File: config.mk
export PLATFORM = sky130hd
export DESIGN_NAME = pwm_capture
export DESIGN_NICKNAME = d
export VERILOG_FILES = /design/src/rtl/pwm_capture.sv
export SDC_FILE = /design/constraint.sdc
export NUM_CORES = 1
export LEC_CHECK = 0
export CORE_ASPECT_RATIO = 0.9
export CORE_MARGIN = 3
export CORE_UTILIZATION = 61
export DETAILED_ROUTE_END_ITERATION = 8
export PLACE_DENSITY = 0.92
export SKIP_LAST_GASP = 1
export SLEW_MARGIN = 25
export SYNTH_ARGS = -nofsm -noshare
export SYNTH_HDL_FRONTEND = slang
export SYNTH_SLANG_ARGS = --single-unit
export TNS_END_PERCENT = 10
File: constraint.sdc
create_clock -name clk -period 4.7 [get_ports clk]
set_clock_uncertainty 0.1 [all_clocks]
set_input_delay 0.47 -clock clk [delete_from_list [all_inputs] [get_ports clk]]
set_output_delay 0.47 -clock clk [all_outputs]
set_load 0.01 [all_outputs]
File: src/rtl/pwm_capture.sv
// pwm_capture: recovers duty level and rise-to-rise period of an incoming PWM
// waveform, and flags an input that has stopped toggling (stuck high or low).
module pwm_capture #(
  parameter int WIDTH       = 8,
  parameter int INVERT      = 0,
  parameter int SYNC_STAGES = 2
) (
  input  logic             clk,
  input  logic             reset,
  input  logic             pwm_in,
  output logic [WIDTH-1:0] level,
  output logic [WIDTH:0]   period,
  output logic             level_valid,
  output logic             stuck
);

  localparam int         CW      = WIDTH + 1;
  localparam logic [CW-1:0]    CNT_MAX = {CW{1'b1}};
  localparam logic [WIDTH-1:0] LVL_MAX = {WIDTH{1'b1}};
  localparam logic [CW-1:0]    CNT_ONE = CW'(1);
  localparam logic       INV     = (INVERT != 0);

  typedef enum logic [1:0] {IDLE, MEASURE, STUCK} state_t;

  logic [SYNC_STAGES-1:0] sync_q;
  logic                   p_q, p_d;
  logic                   rise, fall;

  state_t           state_q, state_d;
  logic [CW-1:0]    per_q, per_d;
  logic [CW-1:0]    hi_q, hi_d;
  logic [WIDTH-1:0] level_d;
  logic [CW-1:0]    period_d;
  logic             stuck_d, valid_d;
  logic             timeout;
  logic [WIDTH-1:0] hi_sat;

  // Synchronizer chain plus polarity-corrected sample and its one-cycle delay.
  // NOTE: sequential state uses non-blocking assignments so every flop samples
  // the pre-edge value of its neighbours, which is what makes the chain a chain.
  always_ff @(posedge clk) begin
    if (reset) begin
      sync_q <= '0;
      p_q    <= 1'b0;
      p_d    <= 1'b0;
    end else begin
      sync_q <= {sync_q[SYNC_STAGES-2:0], pwm_in};
      p_q    <= sync_q[SYNC_STAGES-1] ^ INV;
      p_d    <= p_q;
    end
  end

  assign rise    = p_q & ~p_d;
  assign fall    = ~p_q & p_d;
  assign timeout = (per_q == CNT_MAX);
  // Publishing a long high interval clamps to full scale rather than wrapping.
  assign hi_sat  = (hi_q > CW'(LVL_MAX)) ? LVL_MAX : hi_q[WIDTH-1:0];

  // Next-state, counter and publish logic.
  // NOTE: every variable gets a default before the case so no path leaves one
  // unassigned, which would otherwise infer a latch.
  always_comb begin
    state_d  = state_q;
    per_d    = timeout ? per_q : per_q + CNT_ONE;
    hi_d     = hi_q;
    level_d  = level;
    period_d = period;
    stuck_d  = stuck;
    valid_d  = 1'b0;
    unique case (state_q)
      IDLE: begin
        if (rise) begin
          // First interval after reset is partial: take it as reference only.
          per_d   = CNT_ONE;
          hi_d    = CNT_ONE;
          state_d = MEASURE;
        end else if (timeout) begin
          level_d  = p_q ? LVL_MAX : '0;
          period_d = '0;
          stuck_d  = 1'b1;
          valid_d  = 1'b1;
          state_d  = STUCK;
        end
      end
      MEASURE: begin
        if (rise) begin
          level_d  = hi_sat;
          period_d = per_q;
          stuck_d  = 1'b0;
          valid_d  = 1'b1;
          per_d    = CNT_ONE;
          hi_d     = CNT_ONE;
        end else if (timeout) begin
          level_d  = p_q ? LVL_MAX : '0;
          period_d = '0;
          stuck_d  = 1'b1;
          valid_d  = 1'b1;
          state_d  = STUCK;
        end else if (hi_q != CNT_MAX) begin
          hi_d = hi_q + CW'(p_q);
        end
      end
      STUCK: begin
        per_d = per_q;
        if (rise) begin
          // Stuck stays reported until the next full period is published.
          per_d   = CNT_ONE;
          hi_d    = CNT_ONE;
          state_d = MEASURE;
        end else if (fall) begin
          level_d  = '0;
          period_d = '0;
          stuck_d  = 1'b1;
          valid_d  = 1'b1;
        end
      end
      default: state_d = IDLE;
    endcase
  end

  // State, counters and registered outputs.
  always_ff @(posedge clk) begin
    if (reset) begin
      state_q     <= IDLE;
      per_q       <= '0;
      hi_q        <= '0;
      level       <= '0;
      period      <= '0;
      stuck       <= 1'b0;
      level_valid <= 1'b0;
    end else begin
      state_q     <= state_d;
      per_q       <= per_d;
      hi_q        <= hi_d;
      level       <= level_d;
      period      <= period_d;
      stuck       <= stuck_d;
      level_valid <= valid_d;
    end
  end

endmodule

; Word level (Yosys, flattened, before mapping)
; Cells that the tools add are included.
[word_totals]
ff_bits = 43
[op_classes]
eq_ne = 12
n_lt_le_gt_ge = 1
add_sub_neg = 2
muxes = 39
bitwise_logic = 4
n_reduce_logical = 8
[op_table]
columns = cell, count
row1 = 9-bit two-way mux, 11
row2 = 8-bit two-way mux, 7
row3 = 9-bit one-hot mux with 2 select lines, 2
row4 = 9-bit one-hot mux with 3 select lines, 1
row5 = 8-bit one-hot mux with 3 select lines, 1
row6 = 1-bit two-way mux, 10
row7 = "2-bit != test, second input constant", 5
row8 = 9-bit by 1-bit adder with 9-bit output, 1
row9 = "9-bit by 1-bit adder with 9-bit output, second input constant", 1
row10 = "9-bit == test, second input constant", 1
row11 = "9-bit by 8-bit > comparator with 1-bit output, second input constant", 1
row12 = "9-bit != test, second input constant", 1
row13 = 2-bit two-way mux, 4
row14 = 4-bit AND reduction, 2
row15 = "3-bit != test, second input constant", 2
row16 = 1-bit one-hot mux with 3 select lines, 2
row17 = 2-bit one-hot mux with 3 select lines, 1
row18 = 2-bit OR reduction, 2
row19 = 3-bit nonzero test, 1
row20 = 1-bit AND, 2
row21 = "2-bit by 1-bit == test with 1-bit output, second input constant", 1
row22 = "2-bit == test, second input constant", 1
row23 = 2-bit logical NOT, 1
row24 = "2-bit by 1-bit != test with 1-bit output, second input constant", 1
row25 = 3 further kinds, 4

; Longest topological paths before layout
[logic_depth]
ltp_word = 5
mapped_depth = 10
depth_no_buf = 7

; Worst setup path after synthesis
; Ideal clock, no wire load.
[synth_path]
path_kind = reg2reg
start = reg state_q[0]
end = reg level[6]
slack_ns = 2.672
required_ns = 4.526
synth_period_minus_slack_ns = 2.028
t_arrival_ns = 1.854
stages_incl_launch_ff = 11
cell_sequence = dfxtp_1 -> inv_1 -> ha_1 -> or2_1 -> buf_6 -> nor3_2 -> and3_1 -> buf_6 -> buf_12 -> o21ai_2 -> a31oi_1
[synth_via]
elab_chain_cells = 3
word_cells_on_any_way = 9
classes_between = eq/ne: 5 / mux: 1 / reduce/logical: 3
[synth_rtl]
columns = item, line
row1 = start: declaration, 29  ; state_t state_q, state_d;
row2 = start signal: assignment, 132  ; state_q <= state_d;
row3 = 2-bit == test (tied with other cells), 70  ; unique case (state_q)
row4 = 2-bit != test (no line) or 3-bit nonzero test (tied branches), n/a
row5 = 4-bit AND reduction (no line), n/a
row6 = end signal: assignment, 135  ; level <= level_d;
row7 = end: declaration, 11  ; output logic [WIDTH-1:0] level,
; Parallel ways exist; a longest one is shown, timed or not.
; A chain may end at the register's enable or synchronous reset.

; Final worst setup path
[layout_path]
start = reg state_q[0]
end = reg level[4]
; Same word-level chain as after synthesis.

==> flow_summary.ini <==
[outcome]
status = finished, final reports clean

[logic_synthesis]
ys_ff_latch = 43
synth_common_cells = dfxtp_1, nor2_1, nand2_1
yosysMostFrequentCell = dfxtp_1
yosys.area.top_type = dfxtp_1
synthArstFlopShare = 0
synth_fp_nets = 261
yosysWarnings = 0
synth_edf_count = 0
ys_types = 50
syn_area_per_cell_um2 = 8.86
syn-instance-count = 250
synth_top_area_frac = 0.388
ys.flop_type = dfxtp_1
ys_seq_area_frac = 0.388
synthesis.area_mm2 = 0.00222
synthTopCellsByArea = dfxtp_1, ha_1, nor2_1

[timing]
finalCritPeriodShare = 0.534
hold_viol_final = 0
final.setup.tns_ns = 0
tightest_slew_ns = 0.740
slew-limit-headroom = 0.507
finalSetupViolations = 0
maxSlewViolCount = 0
rsz0062_at_grt = no
period_minus_slack_ns = 2.51
max_clock_freq_mhz = 398
hold_ws_ns = 0.348

[cells_and_area]
nFillCells = 246
layout.nets = 273
diodes = 0
drive_above_1_share = 0.0913
stdcell_area_mm2 = 0.00244
syn2layout_area_growth_pct = 10.2
layout.cells.non_filler = 307
post-route-util = 0.712

[clock_tree]
clock_sinks = 43
cts.reportedPaths.clkPinSlew_ns = 0.08
clock_latency_ns = 0.30
tritoncts = built
root_buffer = clkbuf_8
post_cts_resized = 0
postCtsHoldBufs = 0
clock_path_buffers = 2
cts_htree_levels = 2
cts_setup_buffers = 0
cts_made_buffers = 5

[setup_path]
reg2reg_from = state_q[0]
cp-startpoint = state_q[0]
startpoint_type = register
endpoint_kind = register
slowest_delay_ns = 0.59
crit_chain = inv_1, ha_1, or2_1, nor3_2, and3_1, o21ai_0, a31oi_1
path_buf_inv = 1
critical_path_arrival_ns = 2.64
cp.required_ns = 4.83
crit_fanout = 16
reg2reg_slack_ns = 2.19
r2r-end = level[4]
crit_type = reg -> reg
cp_top_family = simple AND/OR/NAND/NOR gates
r2r_cells = 7
cp_slowest_cell = and3_1

[placement]
post-dp-hpwl_mm = 3.34
io_buffers = 21
placed_area_mm2 = 0.00236
place_inst = 299
place_congestion = 1.01

[flow_run]
maxCapViolCount = 0

[hold_path]
min_from = sync_q[1]
whs_path_depth = 1
hp-class = reg -> reg
worstHoldEndpoint = p_q

[die]
die_w_um = 69.5
num_rows = 20
coreArea_mm2 = 0.00343
dieHeight_um = 63.2
io_pins = 22
die_area_mm2 = 0.00439
initial_core_util = 0.646

[detailed_routing]
drc = 0
vias_per_cell = 6.35
wl_mm = 4.83
initialDrtViolationCount = 219
ant_nets = 0
dr.pass1.iters = 4
wl_per_cell_um = 15.7
via_count = 1948

[global_route]
antenna_found_initial = 0
grt_max_degree = 38
grt_usage = 0.235
grt.overflow.total = 0
grt_pass1_vias = 1792
grt_pass1_wl_mm = 8.42

[power]
powerDensity_mw_per_mm2 = 264
p_leak_nw = 0.792
max-vdd-ir-drop_uv = 155
-- cell type report --
class | count | area (µm²) | share of cell area
multi-input cells | 183 | 1200 | 0.490
flip-flops and latches | 43 | 861 | 0.353
repair buffers | 22 | 218 | 0.0892
clock buffers | 6 | 72.6 | 0.0297
well taps | 44 | 55.1 | 0.0226
inverters | 7 | 26.3 | 0.0108
clock inverters | 2 | 12.5 | 0.00513
-- worst register-to-register path, cell delays in order, from the launching register on --
cell	delay (ns)
dfxtp_1	0.40
inv_1	0.13
ha_1	0.32
or2_1	0.32
nor3_2	0.20
and3_1	0.59
o21ai_0	0.20
a31oi_1	0.19
-- how the worst max path moves through the flow --
stage | to | slack (ns) | depth (start not counted)
floorplan | level[6] | 2.67 | 10
global placement | level[4] | 2.33 | 7
finish | level[4] | 2.19 | 7
detailed placement | level[4] | 2.22 | 7
CTS | level[4] | 2.19 | 7
global route | level[3] | 1.93 | 7
-- cell usage in the layout, fill, tap and decap left out, types with 5 or more instances in the layout --
cell,synthesis,layout
inv_1,6,6
nor2_1,26,26
ha_1,8,8
clkdlybuf4s50_1,0,21
a32o_1,8,8
nand2_1,23,23
o21ai_1,5,5
dfxtp_1,43,43
o21ai_0,17,17
a31oi_1,8,8
a21oi_1,8,8
nand3_1,15,15
clkbuf_8,0,5
-- state kept, by name, summed over array words and instances, names as in the netlist --
name / flops
hi_q: 9
per_q: 9
period: 9
level: 8
state_q: 2
sync_q: 2
level_valid: 1
p_d: 1
p_q: 1
stuck: 1
-- cells by family (layout without fill, tap and decap cells) --
| logic type | after synthesis | in the layout | synth area share |
|---|---|---|---|
| fa+ha+maj | 8 | 8 | 0.0452 |
| xor+xnor | 4 | 4 | 0.0158 |
| flops | 43 | 43 | 0.388 |
| compound gates | 73 | 73 | 0.253 |
| simple gates | 97 | 97 | 0.221 |
| mux | 1 | 1 | 0.00452 |
| buf+inv | 24 | 37 | 0.0717 |
-- routing by layer --
metal  share of wire  routed length, µm  vias up  GRT usage
li1                -                  -      938          -
met1            0.46               2210      905      0.318
met2            0.44               2120       93      0.357
met3           0.086                414       12     0.0654
met4           0.018                 87        0     0.0878
met5               0                  0        -          0
-- per-stage QoR --
stage                     setup slack, ns  total power [W]
final                                2.19         0.000644
after global routing                 1.93         0.000672
after CTS                            2.19         0.000645
after detailed placement             2.22         0.000419
after global placement               2.33         0.000418
after floorplan                      2.67         0.000412
-- where the power goes --
group	total, W	internal [W]	leakage [nW]	switching [W]
Sequential	0.000373	0.000368	0.348	0.00000510
Combinational	0.0000383	0.0000131	0.403	0.0000252
Clock	0.000232	0.000104	0.0412	0.000128
Total	0.000644	0.000485	0.792	0.000159
(Power assumes the default switching activity.)
==> variant (same flow settings) <==
Change the parameter `WIDTH` from 8 to 7.
--- a/src/rtl/pwm_capture.sv
+++ b/src/rtl/pwm_capture.sv
@@ -1,7 +1,7 @@
 // pwm_capture: recovers duty level and rise-to-rise period of an incoming PWM
 // waveform, and flags an input that has stopped toggling (stuck high or low).
 module pwm_capture #(
-  parameter int WIDTH       = 8,
+  parameter int WIDTH       = 7,
   parameter int INVERT      = 0,
   parameter int SYNC_STAGES = 2
 ) (
Interface: changed (resized level and period); port bits go from 22 to 20. The function was not compared with the original's and may differ.
==> variant against the unedited design <==
Global-route usage increased by 1.7 points. Setup slack improved by 87 ps. Power decreased by 17%. Clock power decreased by 31%. Critical path depth decreased by 1. Final area decreased by 9.5%. Synthesized area decreased by 11%. Die area decreased by 10%. Wire length decreased by 9.4%. Via count decreased by 6.3%. Sequential cell count decreased by 4.
==> variant: results <==
export IMPL_placement_cell_area_um2=2165
export IMPL_clock_area_share_pct=2.265
export IMPL_critical_path_peak_fanout=12
export IMPL_fraction_of_area_in_multi_input_gates_pct=50.74
export IMPL_final_nets=267
export IMPL_met2_track_demand_over_resource_in_global_routing_pct=36.00
export IMPL_fraction_of_the_cycle_the_final_worst_path_needs_pct=51.54
export IMPL_num_fill_cells=224
export IMPL_hold_start="sync_q[0]"
export IMPL_finish_cell_count_without_fillers=297
export IMPL_worst_ep_arrival_time_ps=2600
export IMPL_root_buffer="clkbuf_4"
export IMPL_met1Wirelength_um=2121
export IMPL_syn_nets=251
export IMPL_status="finished clean"
export IMPL_num_nonclk_inverters=6
export IMPL_vias=1825
export IMPL_share_of_synthesized_area_occupied_by_flip_flops_and_latches_pct=39.62
export IMPL_dp_slack_ps=2304
export IMPL_core_area_um2=2905
export IMPL_wl_met2_um=1902
export IMPL_ys_top_cells_by_area="dfxtp_1 40%, nor2_1 8.6%, ha_1 5.1%, a22oi_1 3.8%, nand3_1 3.6%"
export IMPL_worst_slew_margin_rel_pct=50.36
export IMPL_synth_avg_cell_area_um2=8.211
export IMPL_met3_usage_pct=6.015
export IMPL_grt_antenna_before_repair=0
export IMPL_post_route_cells_drive_above_1_share_pct=5.837
export IMPL_route_met3_wl_um=306
export IMPL_nonClockBufferCount=19
export IMPL_io_buffer_count=19
export IMPL_sequential_cell_area_um2=780.7
export IMPL_place_gp_congestion=0.8411
export IMPL_totalWireLength_um=4379
export IMPL_groute_layer_met1_usage_pct=37.24
export IMPL_clock_tree_buffer_count_of_the_final_layout=7
export IMPL_grt_usage_pct=25.24
export IMPL_place_detailed_hpwl_um=3163
export IMPL_critical_path_reg2reg_startpoint="state_q[1]"
export IMPL_grt_first_pass_wirelength_um=7590
export IMPL_crit_end="level[2]"
export IMPL_max_stage_delay_ps=450
export IMPL_cts_clk_slew_worst_paths_ps=110
export IMPL_final_hold_worst_slack_ps=354.5
export IMPL_clk_insertion_delay_late_ps=340
export IMPL_sequential_cell_total=39
export IMPL_yosys_top_cells_count="45 x nor2_1, 39 x dfxtp_1, 14 x nand2_1, 14 x nand3_1"
export IMPL_timing_hold_worst_endpoint="sync_q[1]"
export IMPL_combined_area_of_the_multi_input_logic_cells_um2=1121
export IMPL_power_switching_share_pct=24.20
export IMPL_grt_pass1_vias=1617
export IMPL_regs_by_ff_count="hi_q: 8 flops, per_q: 8 flops, period: 8 flops"
export IMPL_timing_reg2reg_worst_path_depth=6
export IMPL_post_synth_cell_types=47
export IMPL_numPlacedInstances=289
export IMPL_peakVddDrop_mv=0.2111
variant: cell count changes after synthesis, sizes merged, moves of 5 or more:
cell / change
a32o: -8
buf: -10
nand2: -9
nor2: +18
o21ai: -12
o2bb2ai: +5
variant: kinds of logic after synthesis:
kind of cell	Yosys count	synth area share, %
DFF	39	39.62
and+or+nand+nor	105	25.33
xor gates and xnor gates	4	1.778
buffers and inverters	16	3.492
adders and majority gates	8	5.080
muxes	1	0.6983
AOI/OAI and AO/OA	67	24.00
variant: power by group through the flow:
stage          Clock [mW]  Combinational (mW)  Sequential (mW)
4_1_cts             0.164              0.0363            0.341
3_5_place_dp            0              0.0359            0.349
5_1_grt             0.177              0.0408            0.342
6_report            0.160              0.0361            0.341
3_3_place_gp            0              0.0353            0.348
2_1_floorplan           0              0.0274            0.347
variant: critical path, delay by kind of cell, from the launching register on:
kind                     cells  cell delay, ps
AO/OA/AOI/OAI                3             830
adder cells (fa/ha/maj)      1             450
flip-flops                   1             370
AND/OR/NAND/NOR              1             390
buffers and inverters        1             210
